$ cat config.mk
export PLATFORM = sky130hd
export DESIGN_NAME = spi_transmitter_32bit_flat
export DESIGN_NICKNAME = d
export VERILOG_FILES = /design/src/rtl/spi_defs.sv /design/src/rtl/spi_transmitter_32bit_if.sv /design/src/rtl/spi_transmitter_32bit_timer.sv /design/src/rtl/spi_transmitter_32bit.sv /design/src/flat_wrapper.sv
export SDC_FILE = /design/constraint.sdc
export NUM_CORES = 1
export LEC_CHECK = 0
export ABC_AREA = 1
export CAP_MARGIN = 15
export CORE_UTILIZATION = 50
export CTS_CLUSTER_DIAMETER = 120
export DETAILED_ROUTE_END_ITERATION = 12
export GPL_TIMING_DRIVEN = 0
export PLACE_DENSITY = 0.72
export SYNTH_ARGS = -nofsm -noshare
export SYNTH_HDL_FRONTEND = slang
export SYNTH_HIERARCHICAL = 1
export SYNTH_SLANG_ARGS = --single-unit
$ cat constraint.sdc
create_clock -name i_clk -period 3.7 [get_ports i_clk]
set_input_delay 0.74 -clock i_clk [delete_from_list [all_inputs] [get_ports i_clk]]
set_output_delay 0.74 -clock i_clk [all_outputs]
set_load 0.02 [all_outputs]
$ cat src/rtl/spi_defs.sv
// Shared SPI link definitions: word width, FSM encodings and default frame timing,
// so transmitters and receivers on the same link agree.
package spi_defs;

  localparam int SPI_WORD_W    = 32;
  localparam int SPI_BIT_CNT_W = 5;
  localparam int SPI_TMR_W     = 16;

  // Default timing in i_clk cycles (i_clk = 10.64 MHz).
  localparam int SPI_CLK_DIV  = 5;
  localparam int SPI_CS_SETUP = 5;
  localparam int SPI_CS_HOLD  = 5;
  localparam int SPI_CS_GAP   = 10;

  typedef enum logic [2:0] {
    ST_IDLE  = 3'd0,
    ST_SETUP = 3'd1,
    ST_SHIFT = 3'd2,
    ST_HOLD  = 3'd3,
    ST_GAP   = 3'd4
  } spi_state_e;

  function automatic logic [SPI_TMR_W-1:0] to_tmr(input int cycles);
    return cycles[SPI_TMR_W-1:0];
  endfunction

endpackage

$ cat src/rtl/spi_transmitter_32bit_if.sv
// Word handshake between upstream logic and the SPI transmitter.
interface spi_transmitter_32bit_if;

  logic [spi_defs::SPI_WORD_W-1:0] i_data;
  logic                            i_valid;
  logic                            o_ready;
  logic                            o_done;

  modport master (
    output i_data,
    output i_valid,
    input  o_ready,
    input  o_done
  );

  modport slave (
    input  i_data,
    input  i_valid,
    output o_ready,
    output o_done
  );

endinterface

$ cat src/rtl/spi_transmitter_32bit_timer.sv
// Loadable down-counter; tc is high on the last cycle of a loaded duration of
// load_val cycles. Loading restarts the count; it then holds at zero.
module spi_tx_timer #(
  parameter int W = 16
) (
  input  logic         i_clk,
  input  logic         i_rst_n,
  input  logic         load,
  input  logic [W-1:0] load_val,
  output logic         tc
);

  logic [W-1:0] cnt;

  // count down after each load, parking at zero
  always_ff @(posedge i_clk or negedge i_rst_n) begin
    if (!i_rst_n)          cnt <= '0;
    else if (load)         cnt <= load_val;
    else if (cnt != '0)    cnt <= cnt - 1'b1;
  end

  assign tc = (cnt == W'(1));

endmodule

$ cat src/rtl/spi_transmitter_32bit.sv
// SPI Mode 3 master transmitter: one 32-bit word per CS_n frame, MSB first.
//
// state | meaning
// IDLE  | o_ready high, waiting for i_valid
// SETUP | CS_n low, MOSI = d[31], SCLK high, for CS_SETUP cycles
// SHIFT | 32 bits, each a low half then a high half of CLK_DIV cycles
// HOLD  | CS_n low, SCLK high, for CS_HOLD cycles
// GAP   | CS_n high, MOSI low, for CS_GAP cycles; o_done on exit
module spi_transmitter_32bit
  import spi_defs::*;
#(
  parameter int CLK_DIV  = SPI_CLK_DIV,
  parameter int CS_SETUP = SPI_CS_SETUP,
  parameter int CS_HOLD  = SPI_CS_HOLD,
  parameter int CS_GAP   = SPI_CS_GAP
) (
  input  logic                    i_clk,
  input  logic                    i_rst_n,
  spi_transmitter_32bit_if.slave  bus,
  output logic                    o_SPI_CLK,
  output logic                    o_SPI_CS_n,
  output logic                    o_SPI_MOSI
);

  localparam logic [SPI_BIT_CNT_W-1:0] LAST_BIT = SPI_BIT_CNT_W'(SPI_WORD_W - 1);

  spi_state_e state, state_nxt;

  logic [SPI_WORD_W-1:0]    shift_q, shift_d;
  logic [SPI_BIT_CNT_W-1:0] bit_cnt_q, bit_cnt_d;
  logic                     high_q, high_d;
  logic                     sclk_d, cs_n_d, mosi_d, ready_d, done_d;

  logic                 tmr_load;
  logic [SPI_TMR_W-1:0] tmr_val;
  logic                 tmr_tc;

  logic accept;
  logic last_half;

  assign accept    = bus.i_valid && bus.o_ready && (state == ST_IDLE);
  assign last_half = high_q && (bit_cnt_q == LAST_BIT);

  spi_tx_timer #(.W(SPI_TMR_W)) u_timer (
    .i_clk    (i_clk),
    .i_rst_n  (i_rst_n),
    .load     (tmr_load),
    .load_val (tmr_val),
    .tc       (tmr_tc)
  );

  // state register
  always_ff @(posedge i_clk or negedge i_rst_n) begin
    if (!i_rst_n) state <= ST_IDLE;
    else          state <= state_nxt;
  end

  // next-state decode
  always_comb begin
    state_nxt = state;
    case (state)
      ST_IDLE:  if (accept)                state_nxt = ST_SETUP;
      ST_SETUP: if (tmr_tc)                state_nxt = ST_SHIFT;
      ST_SHIFT: if (tmr_tc && last_half)   state_nxt = ST_HOLD;
      ST_HOLD:  if (tmr_tc)                state_nxt = ST_GAP;
      ST_GAP:   if (tmr_tc)                state_nxt = ST_IDLE;
      default:                             state_nxt = ST_IDLE;
    endcase
  end

  // next values of the datapath and the registered pins, plus timer reloads
  always_comb begin
    shift_d   = shift_q;
    bit_cnt_d = bit_cnt_q;
    high_d    = high_q;
    sclk_d    = o_SPI_CLK;
    cs_n_d    = o_SPI_CS_n;
    mosi_d    = o_SPI_MOSI;
    ready_d   = (state_nxt == ST_IDLE);
    done_d    = (state == ST_GAP) && tmr_tc;
    tmr_load  = 1'b0;
    tmr_val   = '0;
    case (state)
      ST_IDLE: begin
        if (accept) begin
          shift_d   = bus.i_data;
          bit_cnt_d = '0;
          high_d    = 1'b1;
          sclk_d    = 1'b1;
          cs_n_d    = 1'b0;
          mosi_d    = bus.i_data[SPI_WORD_W-1];
          tmr_load  = 1'b1;
          tmr_val   = to_tmr(CS_SETUP);
        end
      end
      ST_SETUP: begin
        // first fall: MSB is already on MOSI, so no shift here
        if (tmr_tc) begin
          sclk_d   = 1'b0;
          high_d   = 1'b0;
          tmr_load = 1'b1;
          tmr_val  = to_tmr(CLK_DIV);
        end
      end
      ST_SHIFT: begin
        if (tmr_tc) begin
          tmr_load = 1'b1;
          if (!high_q) begin
            sclk_d  = 1'b1;
            high_d  = 1'b1;
            tmr_val = to_tmr(CLK_DIV);
          end else if (last_half) begin
            tmr_val = to_tmr(CS_HOLD);
          end else begin
            bit_cnt_d = bit_cnt_q + 1'b1;
            shift_d   = shift_q << 1;
            mosi_d    = shift_q[SPI_WORD_W-2];
            sclk_d    = 1'b0;
            high_d    = 1'b0;
            tmr_val   = to_tmr(CLK_DIV);
          end
        end
      end
      ST_HOLD: begin
        if (tmr_tc) begin
          cs_n_d   = 1'b1;
          mosi_d   = 1'b0;
          tmr_load = 1'b1;
          tmr_val  = to_tmr(CS_GAP);
        end
      end
      default: ;
    endcase
  end

  // datapath and output pin registers
  always_ff @(posedge i_clk or negedge i_rst_n) begin
    if (!i_rst_n) begin
      shift_q     <= '0;
      bit_cnt_q   <= '0;
      high_q      <= 1'b0;
      o_SPI_CLK   <= 1'b1;
      o_SPI_CS_n  <= 1'b1;
      o_SPI_MOSI  <= 1'b0;
      bus.o_ready <= 1'b1;
      bus.o_done  <= 1'b0;
    end else begin
      shift_q     <= shift_d;
      bit_cnt_q   <= bit_cnt_d;
      high_q      <= high_d;
      o_SPI_CLK   <= sclk_d;
      o_SPI_CS_n  <= cs_n_d;
      o_SPI_MOSI  <= mosi_d;
      bus.o_ready <= ready_d;
      bus.o_done  <= done_d;
    end
  end

endmodule

$ cat src/flat_wrapper.sv
// flat-port wrapper written by rule: the top's interface ports become plain ports
module spi_transmitter_32bit_flat import spi_defs::*;
#(
  parameter int CLK_DIV  = SPI_CLK_DIV,
  parameter int CS_SETUP = SPI_CS_SETUP,
  parameter int CS_HOLD  = SPI_CS_HOLD,
  parameter int CS_GAP   = SPI_CS_GAP
)
  (i_clk, i_rst_n, o_SPI_CLK, o_SPI_CS_n, o_SPI_MOSI, bus_i_data, bus_i_valid, bus_o_ready, bus_o_done);
  spi_transmitter_32bit_if bus_i ();
  input  logic i_clk;
  input  logic i_rst_n;
  output logic o_SPI_CLK;
  output logic o_SPI_CS_n;
  output logic o_SPI_MOSI;
  input wire logic [$bits(bus_i.i_data)-1:0] bus_i_data;
  input wire logic [$bits(bus_i.i_valid)-1:0] bus_i_valid;
  output wire logic [$bits(bus_i.o_ready)-1:0] bus_o_ready;
  output wire logic [$bits(bus_i.o_done)-1:0] bus_o_done;
  assign bus_i.i_data = bus_i_data;
  assign bus_i.i_valid = bus_i_valid;
  assign bus_o_ready = bus_i.o_ready;
  assign bus_o_done = bus_i.o_done;
  spi_transmitter_32bit #(.CLK_DIV(CLK_DIV), .CS_SETUP(CS_SETUP), .CS_HOLD(CS_HOLD), .CS_GAP(CS_GAP)) u_core (.i_clk(i_clk), .i_rst_n(i_rst_n), .bus(bus_i), .o_SPI_CLK(o_SPI_CLK), .o_SPI_CS_n(o_SPI_CS_n), .o_SPI_MOSI(o_SPI_MOSI));
endmodule
### Yosys cells after proc, flatten, opt, wreduce, memory -nomap -nowiden

Cells that the tools add are included.

* word-level logic and storage cells: 88
* output and inout bits: 5
* input port bits: 35
* bits in registers: 61

* multiplexer cells: 43
* equal/unequal tests: 13
* add/subtract/negate cells: 2
* reductions and logical operators: 20

Operator list (number)
* $mux 31: 4
* $pmux 31 s2: 1
* $pmux 16 s3: 1
* $mux 16: 2
* $mux 3: 7
* $mux 5: 4
* $eq 16x1->1 const B: 1
* $mux 1: 16
* $reduce_bool 16->1: 1
* $sub 16x1->16 const B: 1
* $pmux 3 s5: 1
* $ne 2x1->1 const B: 5
* $pmux 5 s2: 1
* $reduce_and 5->1: 2
* $pmux 1 s3: 3
* $eq 3x2->1 const B: 2
* $logic_not 3->1: 2
* $reduce_and 6->1: 1
* $reduce_bool 2->1: 3
* $reduce_bool 3->1: 2
* $add 5x1->5 const B: 1
* $eq 5x5->1 const B: 1
* $logic_and 1x1->1: 5
* $mux 4: 1
* 9 further kinds: 10

### Depth between registers and ports, before layout

Gate-level depths: netlist of run 1.

* word-level depth: 6
* mapped depth: 14
* gate-level depth less buffers: 13

### Hierarchy

Netlist of run 1, hierarchy kept.

By module, submodules not included
* spi_transmitter_32bit: sequential area each 1129.8 um2, cells an instance 345, instances 1, area each 2441.1 um2
* spi_tx_timer: sequential area each 400.4 um2, cells an instance 160, instances 1, area each 1156.1 um2

### Worst setup path before layout of run 1

OpenSTA, ideal clock, no wires.

* kind: register to register
* start: register u_core.u_timer.cnt[7]
* end: register u_core.u_timer.cnt[14]
* buffers on the path: 1
* data required time: 3.587 ns
* arrival time: 2.193 ns
* path slack: 1.394 ns
* setup time: 0.113 ns
* cell stages (with the launch flop): 15
* period minus slack after synthesis: 2.306 ns
* cells stage by stage: dfrtp_1 nor2_1 nand2_2 inv_1 nand3_1 nor3_1 inv_1 o31ai_1 buf_4 inv_1 or2_2 nand2_1 inv_1 nand2_1 inv_1

* longest elaborated chain between the ends: 4
* elaborated cells on any way between the ends: 8
* those cells by class: 1 x add/sub; 1 x eq/ne; 4 x mux; 2 x reduce/logical

RTL lines
* start: declaration: line spi_transmitter_32bit_timer.sv:13 `logic [W-1:0] cnt;`
* start signal: assignment: line spi_transmitter_32bit_timer.sv:18 `else if (load) cnt <= load_val;`
* start signal: assignment: line spi_transmitter_32bit_timer.sv:19 `else if (cnt != '0) cnt <= cnt - 1'b1;`
* $eq 16x1->1 *: line spi_transmitter_32bit_timer.sv:22 `assign tc = (cnt == W'(1));`
* net u_core.tmr_tc: line spi_transmitter_32bit.sv:36 `logic tmr_tc;`
* $mux 1 *: line spi_transmitter_32bit.sv:98, spi_transmitter_32bit.sv:106, spi_transmitter_32bit.sv:125
* $pmux 1 s2 *: line spi_transmitter_32bit.sv:83 `case (state)`
* net u_core.tmr_load: line spi_transmitter_32bit.sv:34 `logic tmr_load;`
* $mux 16 / $reduce_bool 2->1 (equally long branches)

The timed path passes the listed nets; every way through them passes the cells marked *. The select of a mux whose other input is x is not followed.
A chain may end at the register's enable or synchronous reset.

### Final worst setup path of run 1

Ends and elaborated chain as after synthesis.

==> results of run 1 <==
[registers in the layout, summed over array words and instances, names as in the netlist, 3 cells and up]
signal and count:
u_core/bit_cnt_q 5, u_core/shift_q 31, u_core/state 3, u_core/u_timer/cnt 16
[worst min-delay path, delay by kind of cell (launching register included)]
kind	cells	cell delay, ps
AND/OR/NAND/NOR	2	100
flip-flops	1	370
[cells by family after synthesis]
| logic type | Yosys count |
|---|---|
| other | 1 |
| AOI/OAI and AO/OA | 16 |
| adders and majority gates | 4 |
| buffers and inverters | 52 |
| DFF | 61 |
| and+or+nand+nor | 364 |
| xor gates and xnor gates | 7 |
[cell usage after synthesis, types with 2 or more instances]
| library cell | instances |
|---|---|
| buf_2 | 11 |
| buf_4 | 4 |
| buf_6 | 3 |
| dfrtp_1 | 58 |
| dfstp_2 | 3 |
| ha_1 | 4 |
| inv_1 | 29 |
| inv_2 | 4 |
| nand2_1 | 245 |
| nand2_2 | 6 |
| nand3_1 | 58 |
| nand3_4 | 2 |
| nand4_1 | 7 |
| nor2_1 | 30 |
| nor2_2 | 4 |
| nor2_4 | 4 |
| nor2_8 | 3 |
| nor3_1 | 2 |
| o21ai_0 | 6 |
| o21ai_1 | 4 |
| o21bai_1 | 2 |
| xnor2_1 | 4 |
| xor2_1 | 3 |
[power by group through the flow]
stage | logic [mW] | clock network, mW | registers (mW)
after floorplan | 0.188 | 0 | 0.774
after global placement | 0.261 | 0 | 0.785
after detailed placement | 0.267 | 0 | 0.786
after CTS | 0.269 | 0.671 | 0.776
after global routing | 0.301 | 0.709 | 0.784
final | 0.267 | 0.656 | 0.776
[worst min path at each step]
stage                          start                   to  cells past startpoint
global placement    u_core/o_SPI_CLK     u_core/o_SPI_CLK                      2
finish              u_core/o_SPI_CLK     u_core/o_SPI_CLK                      2
detailed placement  u_core/o_SPI_CLK     u_core/o_SPI_CLK                      2
global route        u_core/o_SPI_CLK     u_core/o_SPI_CLK                      2
floorplan                    i_rst_n  u_core/bit_cnt_q[0]                      0
CTS                 u_core/o_SPI_CLK     u_core/o_SPI_CLK                      2
[routing by layer]
layer  global-route usage [%]  part of all wire (%)  routed length (um)
met2                     36.1                    47                3640
met5                        0                     0                   0
met1                     31.2                    48                3700
met4                     8.03                   1.1                  87
met3                     4.57                   4.1                 321
[final cells by class]
type | instances | area [um^2] | area share [%]
multi-input cells | 403 | 1860 | 42.7
flip-flops and latches | 61 | 1530 | 35.1
clock inverters | 4 | 72.6 | 1.66
repair buffers | 39 | 388 | 8.89
inverters | 33 | 124 | 2.84
plain buffers | 19 | 123 | 2.81
clock buffers | 12 | 145 | 3.33
well taps | 96 | 120 | 2.75
[stage by stage]
stage / power [mW] / hold WS (ps)
3_3_place_gp: 1.05 / 456
6_report: 1.70 / 467
4_1_cts: 1.72 / 471
2_1_floorplan: 0.962 / 442
3_5_place_dp: 1.05 / 461
5_1_grt: 1.79 / 494
==> results.toml, run 1 <==
[run_status]
status = "finished clean"

[global_route]
grt_max_degree = 62
grt_use_total_pct = 22.8
grt_pass1_wl_um = 13300
overflow = 0
grt_pass1_vias = 2958
antenna_found_initial = 0

[run]
cap_violations = 0

[pwr]
vdd_ir_drop_max_mv = 0.218
clkPwrFrac_pct = 38.6
powerDensity_nw_per_um2 = 389
p_leak_nw = 2.38
seqPwrFrac_pct = 45.7
internal_power_mw = 1.23
switching_share_pct = 27.7
power_frac_comb_pct = 15.7
p_sw_mw = 0.471

[place]
pre_cts_slack_ps = 983
dp_hpwl_um = 5380
dp.cells = 651
portBuffers = 39
place_area_um2 = 4150
gp_congestion = 0.820

[logic_synthesis]
yosysTopAreaCellShare_pct = 40.3
synthMuxAreaShare_pct = 0
syn_inst = 505
synth_xor_area_share_pct = 1.70
synthFlopType = "dfrtp_1"
synth-edff-count = 0
ys_ff_latch = 61
netlist_top_cells_area = "dfrtp_1 40%, nand2_1 26%, nand3_1 8.1%"
ys_types = 32
yosysWarnings = 6
yosys.area_share.simple_pct = 44.6
synth_top_family_by_area = "simple AND/OR/NAND/NOR gates"
postSynthAreaPerCell_um2 = 7.12
async_flop_share_pct = 100
yosys.area.top_type = "dfrtp_1"
synthAdderAreaFrac_pct = 1.39
syn-cell-area_um2 = 3600
synth_compound_area_share_pct = 2.82
yosysSeqAreaShare_pct = 42.5

[layout]
final_common_cell = "nand2_1"
area_growth_pct = 21.3
nNetsFinal = 605
insertedDiodeCount = 0
final_cell_mix = "245 x nand2_1, 58 x nand3_1, 58 x dfrtp_1, 38 x clkdlybuf4s50_1, 30 x nor2_1"
postLayoutCoreUtil_pct = 63.5
nFillCells = 627
stdcell_count = 667
stdcell_area_um2 = 4360
final_layout_size_suffix_gt1_share_pct = 10.9

[setup_path]
critPathMaxFanout = 10
critPathCaptureType = "flip-flop"
ff2ff_path_depth = 14
cp_common_cell = "inv_1"
critical_path_arrival_ps = 2980
crit_slowest_cell = "dfrtp_1"
required_ps = 3930
critical_path_depth = 14
startpoint_type = "flip-flop"
cp_cell_sequence = "nor2_1, nand2_2, inv_1, nand3_1, nor3_1, inv_1, o31ai_1, buf_4, inv_1, or2_2, nand2_1, inv_1, nand2_1, inv_1"
crit_type = "flip-flop to flip-flop"
reg2reg_slack_ps = 950
crit_end = "u_core/u_timer/cnt[14]"
rr_endpoint = "u_core/u_timer/cnt[14]"
critical_path.top_delay_family = "simple AND/OR/NAND/NOR gates"
r2r_start = "u_core/u_timer/cnt[7]"
crit_path_start = "u_core/u_timer/cnt[7]"
cp_num_buf_inv = 6
critPathMaxStageDelay_ps = 430

[clock_network]
cts_buffers = 9
cts_resized = 0
cts.clk_slew.worst_paths_ps = 70
htree_levels = 3
clk_latency_ps = 340
cts_hold_buf = 0
clock-sinks = 61
cts_setup_buffers = 0
cts_root_buf = "clkbuf_8"
clockBufferDepth = 2
cts_tree = "done"

[hold_path]
worstHoldPathType = "flip-flop to flip-flop"

[die]
chipHeight_um = 86.8
start_util_pct = 52.4
die_area_um2 = 7540
design.core.area_um2 = 6870
die_x_um = 86.8
io_pins = 40
rows = 30

[drt]
routed_wl_um = 7760
wire_per_inst_um = 11.6
ant_nets = 0
vias = 3254
drc = 0
vias_per_cell = 4.88
firstDrtPassIters = 4
drt-initial-drc-count = 170

[timing]
finClkSkew_ps = 7.73
fin_ws_ps = 953
finalCriticalPeriod_ps = 2750
timing.final.crit_share_pct = 74.2
setup_violations = 0
worst_pin_slew_ps = 752
rsz0062_at_grt = "false"
slew_headroom_pct = 49.9
tns_ps = 0
fmax_ghz = 0.364
slew_violations = 0
final_hold_viol_count = 0
(Power assumes the default switching activity.)
==> inputs of run 2 (changes only) <==
--- a/config.mk
+++ b/config.mk
@@ -11,7 +11,7 @@
 export CTS_CLUSTER_DIAMETER = 120
 export DETAILED_ROUTE_END_ITERATION = 12
 export GPL_TIMING_DRIVEN = 0
-export PLACE_DENSITY = 0.72
+export PLACE_DENSITY = 0.75
 export SYNTH_ARGS = -nofsm -noshare
 export SYNTH_HDL_FRONTEND = slang
 export SYNTH_HIERARCHICAL = 1
==> constraint.sdc (replaced) <==
create_clock -name i_clk -period 2.2 [get_ports i_clk]
set_input_delay 0.44 -clock i_clk [delete_from_list [all_inputs] [get_ports i_clk]]
set_output_delay 0.44 -clock i_clk [all_outputs]
set_load 0.02 [all_outputs]
==> results.toml, run 2 (synthesized netlist as in run 1, its figures left out) <==
[setup_path]
critical_path_arrival_ps = 2380
critPathMaxFanout = 10
crit_type = "flip-flop to flip-flop"
ff2ff_path_depth = 13
critPathCaptureType = "flip-flop"
required_ps = 2460
startpoint_type = "flip-flop"

[pwr]
vdd_ir_drop_max_mv = 0.412
p_leak_nw = 2.49
seqPwrFrac_pct = 45.4
fin_total_pwr_mw = 2.87
clkPwrFrac_pct = 37.1
switching_share_pct = 28.2
internal_power_mw = 2.07
power_frac_comb_pct = 17.5
powerDensity_nw_per_um2 = 635
p_sw_mw = 0.809

[die]
io_pins = 40
rows = 30
die_x_um = 86.8
chipHeight_um = 86.8
die_area_um2 = 7540
start_util_pct = 52.4
design.core.area_um2 = 6870

[layout]
area_growth_pct = 25.9
nFillCells = 595
nNetsFinal = 622
final_layout_size_suffix_gt1_share_pct = 15.6
reg_top3 = "u_core/shift_q (31), u_core/u_timer/cnt (16), u_core/bit_cnt_q (5)"
top_register = "u_core/shift_q"
insertedDiodeCount = 0
largest_reg_flops = 31
final_cell_mix = "243 x nand2_1, 58 x dfrtp_1, 57 x nand3_1, 38 x clkdlybuf4s50_1"
final_common_cell = "nand2_1"

[global_route]
grt_pass1_vias = 3177
grt_pass1_wl_um = 14200
grt_use_total_pct = 24.1
overflow = 0
top_usage_layer = "met2"
grtUsageMet1_pct = 31.8
grt_max_degree = 62
antenna_found_initial = 0
grtUsageMet2_pct = 39.5
use_met3_pct = 5.33

[timing]
timing.final.crit_share_pct = 96.4
fin_ws_ps = 79.8
rsz0062_at_grt = "true"
setup_violations = 0
slew_headroom_pct = 49.3
fmax_ghz = 0.472
finClkSkew_ps = 10.2
tns_ps = 0
final_hold_viol_count = 0
finalCriticalPeriod_ps = 2120
slew_violations = 0
worst_pin_slew_ps = 760

[clock_network]
cts_hold_buf = 0
htree_levels = 3
cts_root_buf = "clkbuf_8"
cts_buffers = 9
clk_latency_ps = 330
cts.clk_slew.worst_paths_ps = 70
cts_tree = "done"
clock-sinks = 61
clockBufferDepth = 2

[place]
gp_congestion = 0.840
portBuffers = 39
pre_cts_slack_ps = -319
dp_hpwl_um = 5410

[hold_path]
worstHoldPathType = "primary input to async pin"

[drt]
routed_wl_um = 8190
vias_per_cell = 4.90
firstDrtPassIters = 4
ant_nets = 0
wire_per_inst_um = 12.0
drc = 0
drt-initial-drc-count = 228
vias = 3354

[run]
cap_violations = 0

[run_status]
status = "finished clean"
run 2: final cells by class:
type,count,area [um^2],share of cell area [%]
multi-input cells,403,1910,42.1
flip-flops and latches,61,1530,33.8
repair buffers,56,515,11.4
clock buffers,11,131,2.90
inverters,33,128,2.82
plain buffers,19,124,2.73
well taps,96,120,2.65
clock inverters,5,75.1,1.66
run 2: critical path, cell delays in order (launching register included):
cell	delay [ps]
dfrtp_1	420
nor2_2	160
nand2_2	80
inv_2	70
nand3_2	80
nor3_4	190
inv_2	80
buf_4	150
nand3_1	70
nand2_1	110
nor2_2	200
buf_2	240
nand3_1	120
nand2_1	80
run 2: metal layers:
metal | wire, um | share of wire (%)
met4 | 119 | 1.5
met5 | 0 | 0
met1 | 3800 | 46
met2 | 3960 | 48
met3 | 311 | 3.8
run 2: power groups by stage:
stage | logic [mW] | registers (mW) | clock network, mW
after floorplan | 0.317 | 1.30 | 0
after global placement | 0.440 | 1.32 | 0
after detailed placement | 0.445 | 1.32 | 0
after CTS | 0.484 | 1.30 | 1.09
after global routing | 0.569 | 1.32 | 1.15
final | 0.502 | 1.31 | 1.07
run 2: what timing repair did:
action	4_1_cts	5_1_grt
setup buffers	10	7
endpoints found under the setup margin	27	51
pin swaps	3	5
hold endpoints to repair	0	0
resized for setup	6	8
run 2: path summary, 6_finish.rpt:
check                                       from                     end  slack (ps)
max                        u_core/u_timer/cnt[4]      u_core/shift_q[30]          80
min                                      i_rst_n  u_core/u_timer/cnt[14]         190
max reg2reg                u_core/u_timer/cnt[4]      u_core/shift_q[30]          80
min reg2reg                     u_core/o_SPI_CLK        u_core/o_SPI_CLK         470
max in group asynchronous                i_rst_n       u_core/shift_q[2]        1510
min in group i_clk              u_core/o_SPI_CLK        u_core/o_SPI_CLK         470
run 2: stage by stage:
stage	util (%)	hold WS (ps)	area (um^2)	std cells
2_1_floorplan	-	144	3640	516
3_3_place_gp	60.5	457	4150	651
3_5_place_dp	60.4	458	4150	651
4_1_cts	64.8	211	4450	677
5_1_grt	65.9	254	4530	684
6_report	65.9	186	4530	684
==> inputs of run 3 (changes only) <==
--- a/config.mk
+++ b/config.mk
@@ -5,13 +5,12 @@
 export SDC_FILE = /design/constraint.sdc
 export NUM_CORES = 1
 export LEC_CHECK = 0
-export ABC_AREA = 1
 export CAP_MARGIN = 15
 export CORE_UTILIZATION = 50
 export CTS_CLUSTER_DIAMETER = 120
 export DETAILED_ROUTE_END_ITERATION = 12
 export GPL_TIMING_DRIVEN = 0
-export PLACE_DENSITY = 0.75
+export PLACE_DENSITY = 0.76
 export SYNTH_ARGS = -nofsm -noshare
 export SYNTH_HDL_FRONTEND = slang
 export SYNTH_HIERARCHICAL = 1
==> results.toml, run 3 <==
[logic_synthesis]
yosys.area.top_type = "dfrtp_1"
post-synth-top-count-cell = "dfrtp_1"
yosysWarnings = 6
ys_ff_latch = 61
synth_common_cells = "58 x dfrtp_1, 54 x nand2_1, 41 x o21ai_0"
yosysTopAreaCellShare_pct = 44.8
async_flop_share_pct = 100
synth-edff-count = 0
synthFlopType = "dfrtp_1"
netlist_top_cells_area = "dfrtp_1 45%, mux2i_1 11%, o21ai_0 6.3%"
ys_types = 53
postSynthAreaPerCell_um2 = 10.0
syn_inst = 324
syn-cell-area_um2 = 3240
yosysSeqAreaShare_pct = 47.2

[layout]
final_common_cell = "dfrtp_1"
nNetsFinal = 434
area_growth_pct = 27.4
insertedDiodeCount = 0
final_layout_size_suffix_gt1_share_pct = 16.8
largest_reg_flops = 31
final_cell_mix = "55 x dfrtp_1, 54 x nand2_1, 41 x o21ai_0, 38 x clkdlybuf4s50_1, 35 x mux2i_1"
reg_top3 = "u_core/shift_q (31), u_core/u_timer/cnt (16), u_core/bit_cnt_q (5)"
postLayoutCoreUtil_pct = 67.7
top_register = "u_core/shift_q"

[pwr]
fin_total_pwr_mw = 3.79
powerDensity_nw_per_um2 = 917
seqPwrFrac_pct = 46.3
p_leak_nw = 1.74
power_frac_comb_pct = 24.2
switching_share_pct = 30.9
clkPwrFrac_pct = 29.5
vdd_ir_drop_max_mv = 0.897
internal_power_mw = 2.62
p_sw_mw = 1.17

[drt]
routed_wl_um = 6660
vias_per_cell = 5.55
drt-initial-drc-count = 115
drc = 0
vias = 2634
ant_nets = 0
firstDrtPassIters = 4
wire_per_inst_um = 14.0

[timing]
worst_pin_slew_ps = 557
slew_violations = 0
fmax_ghz = 0.462
setup_violations = 0
rsz0062_at_grt = "true"
finClkSkew_ps = 7.56
finalCriticalPeriod_ps = 2170
final_hold_viol_count = 0
timing.final.crit_share_pct = 98.4
slew_headroom_pct = 62.5
fin_hold_ws_ps = 92.1

[setup_path]
startpoint_type = "flip-flop"
critical_path_arrival_ps = 2430
crit_path_start = "u_core/u_timer/cnt[14]"
critPathMaxFanout = 6
cp_cell_sequence = "nor4_4, nand2_1, nor2_1, buf_4, and3b_2, o221ai_4, buf_6, or3_1, a21oi_1"
reg2reg_slack_ps = 30
critPathMaxStageDelay_ps = 410
r2r_start = "u_core/u_timer/cnt[14]"
crit_type = "flip-flop to flip-flop"
crit_slowest_cell = "dfrtp_1"
required_ps = 2460
critPathCaptureType = "flip-flop"

[place]
dp_hpwl_um = 4650
gp_congestion = 0.785
portBuffers = 39

[global_route]
grt_pass1_vias = 2428
grt_pass1_wl_um = 11000
grt_max_degree = 39
antenna_found_initial = 0
grt_use_total_pct = 21.8
overflow = 0

[clock_network]
clock-sinks = 61
cts_root_buf = "clkbuf_8"
clk_latency_ps = 330
cts_buffers = 9
cts.clk_slew.worst_paths_ps = 70
cts_tree = "done"
htree_levels = 3
clockBufferDepth = 2

[run]
cap_violations = 0

[die]
die_area_um2 = 6810
rows = 28
design.core.area_um2 = 6100
start_util_pct = 53.2
die_x_um = 82.5
io_pins = 40
chipHeight_um = 82.5

[run_status]
status = "finished clean"

[hold_path]
worstHoldPathType = "primary input to async pin"
run 3: area by class of cell:
class,instances,area [um^2]
inverters,6,22.5
repair buffers,50,478
fillers,518,1970
flip-flops and latches,61,1530
clock buffers,13,159
multi-input cells,251,1660
well taps,75,93.8
clock inverters,3,67.6
plain buffers,16,111
run 3: kinds of logic (layout without fill, tap and decap cells):
logic type / count (synthesis) / after routing / share of synthesized area (%)
muxes: 37 / 37 / 11.5
and+or+nand+nor: 115 / 115 / 20.1
AOI/OAI and AO/OA: 76 / 76 / 14.0
buffers and inverters: 23 / 88 / 3.63
DFF: 61 / 61 / 47.2
xor gates and xnor gates: 7 / 7 / 1.89
adders and majority gates: 4 / 4 / 1.54
other: 1 / 12 / 0.116
run 3: power by group through the flow:
| stage | Sequential (mW) | Clock, mW | Combinational [mW] |
|---|---|---|---|
| 6_report | 1.75 | 1.12 | 0.916 |
| 5_1_grt | 1.79 | 1.20 | 1.03 |
| 4_1_cts | 1.75 | 1.15 | 0.913 |
| 3_5_place_dp | 1.78 | 0 | 0.842 |
| 3_3_place_gp | 1.76 | 0 | 0.799 |
| 2_1_floorplan | 1.73 | 0 | 0.591 |
run 3: through the flow:
step / cell area, um^2 / cells / TNS [ps] / worst slack (ps)
2_1_floorplan: 3300 / 335 / -54.5 / -54.5
4_1_cts: 4100 / 474 / 0 / 36.1
3_5_place_dp: 3800 / 450 / -19170 / -681
6_report: 4130 / 475 / 0 / 34.9
5_1_grt: 4130 / 475 / -1400 / -88.2
3_3_place_gp: 3790 / 449 / -95650 / -1540
run 3: path summary, 6_finish.rpt:
kind,depth (start not counted),endpoint
worst max-delay path,9,u_core/bit_cnt_q[2]
worst min-delay path,1,u_core/state[0]
worst max register to register,9,u_core/bit_cnt_q[2]
worst min register to register,2,u_core/shift_q[30]
max in group asynchronous,2,u_core/u_timer/cnt[11]
min in group i_clk,2,u_core/shift_q[30]
run 3: layer usage:
layer  vias up  part of all wire, %  GRT usage, %
met3         4                  3.9          6.15
li1       1288                    -             -
met1      1294                   46          27.0
met4         0                 0.63          7.07
met2        48                   50          36.6
met5         -                    0             0
run 3: critical path, delay by kind of cell (launching register included):
| kind | cells | cell delay, ps |
|---|---|---|
| AND/OR/NAND/NOR | 5 | 1090 |
| buffers and inverters | 2 | 300 |
| flip-flops | 1 | 410 |
| AO/OA/AOI/OAI | 2 | 290 |
run 3: repair_timing:
action	4_1_cts	5_1_grt
buffers inserted	9	0
endpoints found under the hold margin	0	0
resized for setup	6	13
cloned	0	1
pin swaps	4	0
hold buffers	0	0
setup endpoints to repair	55	42
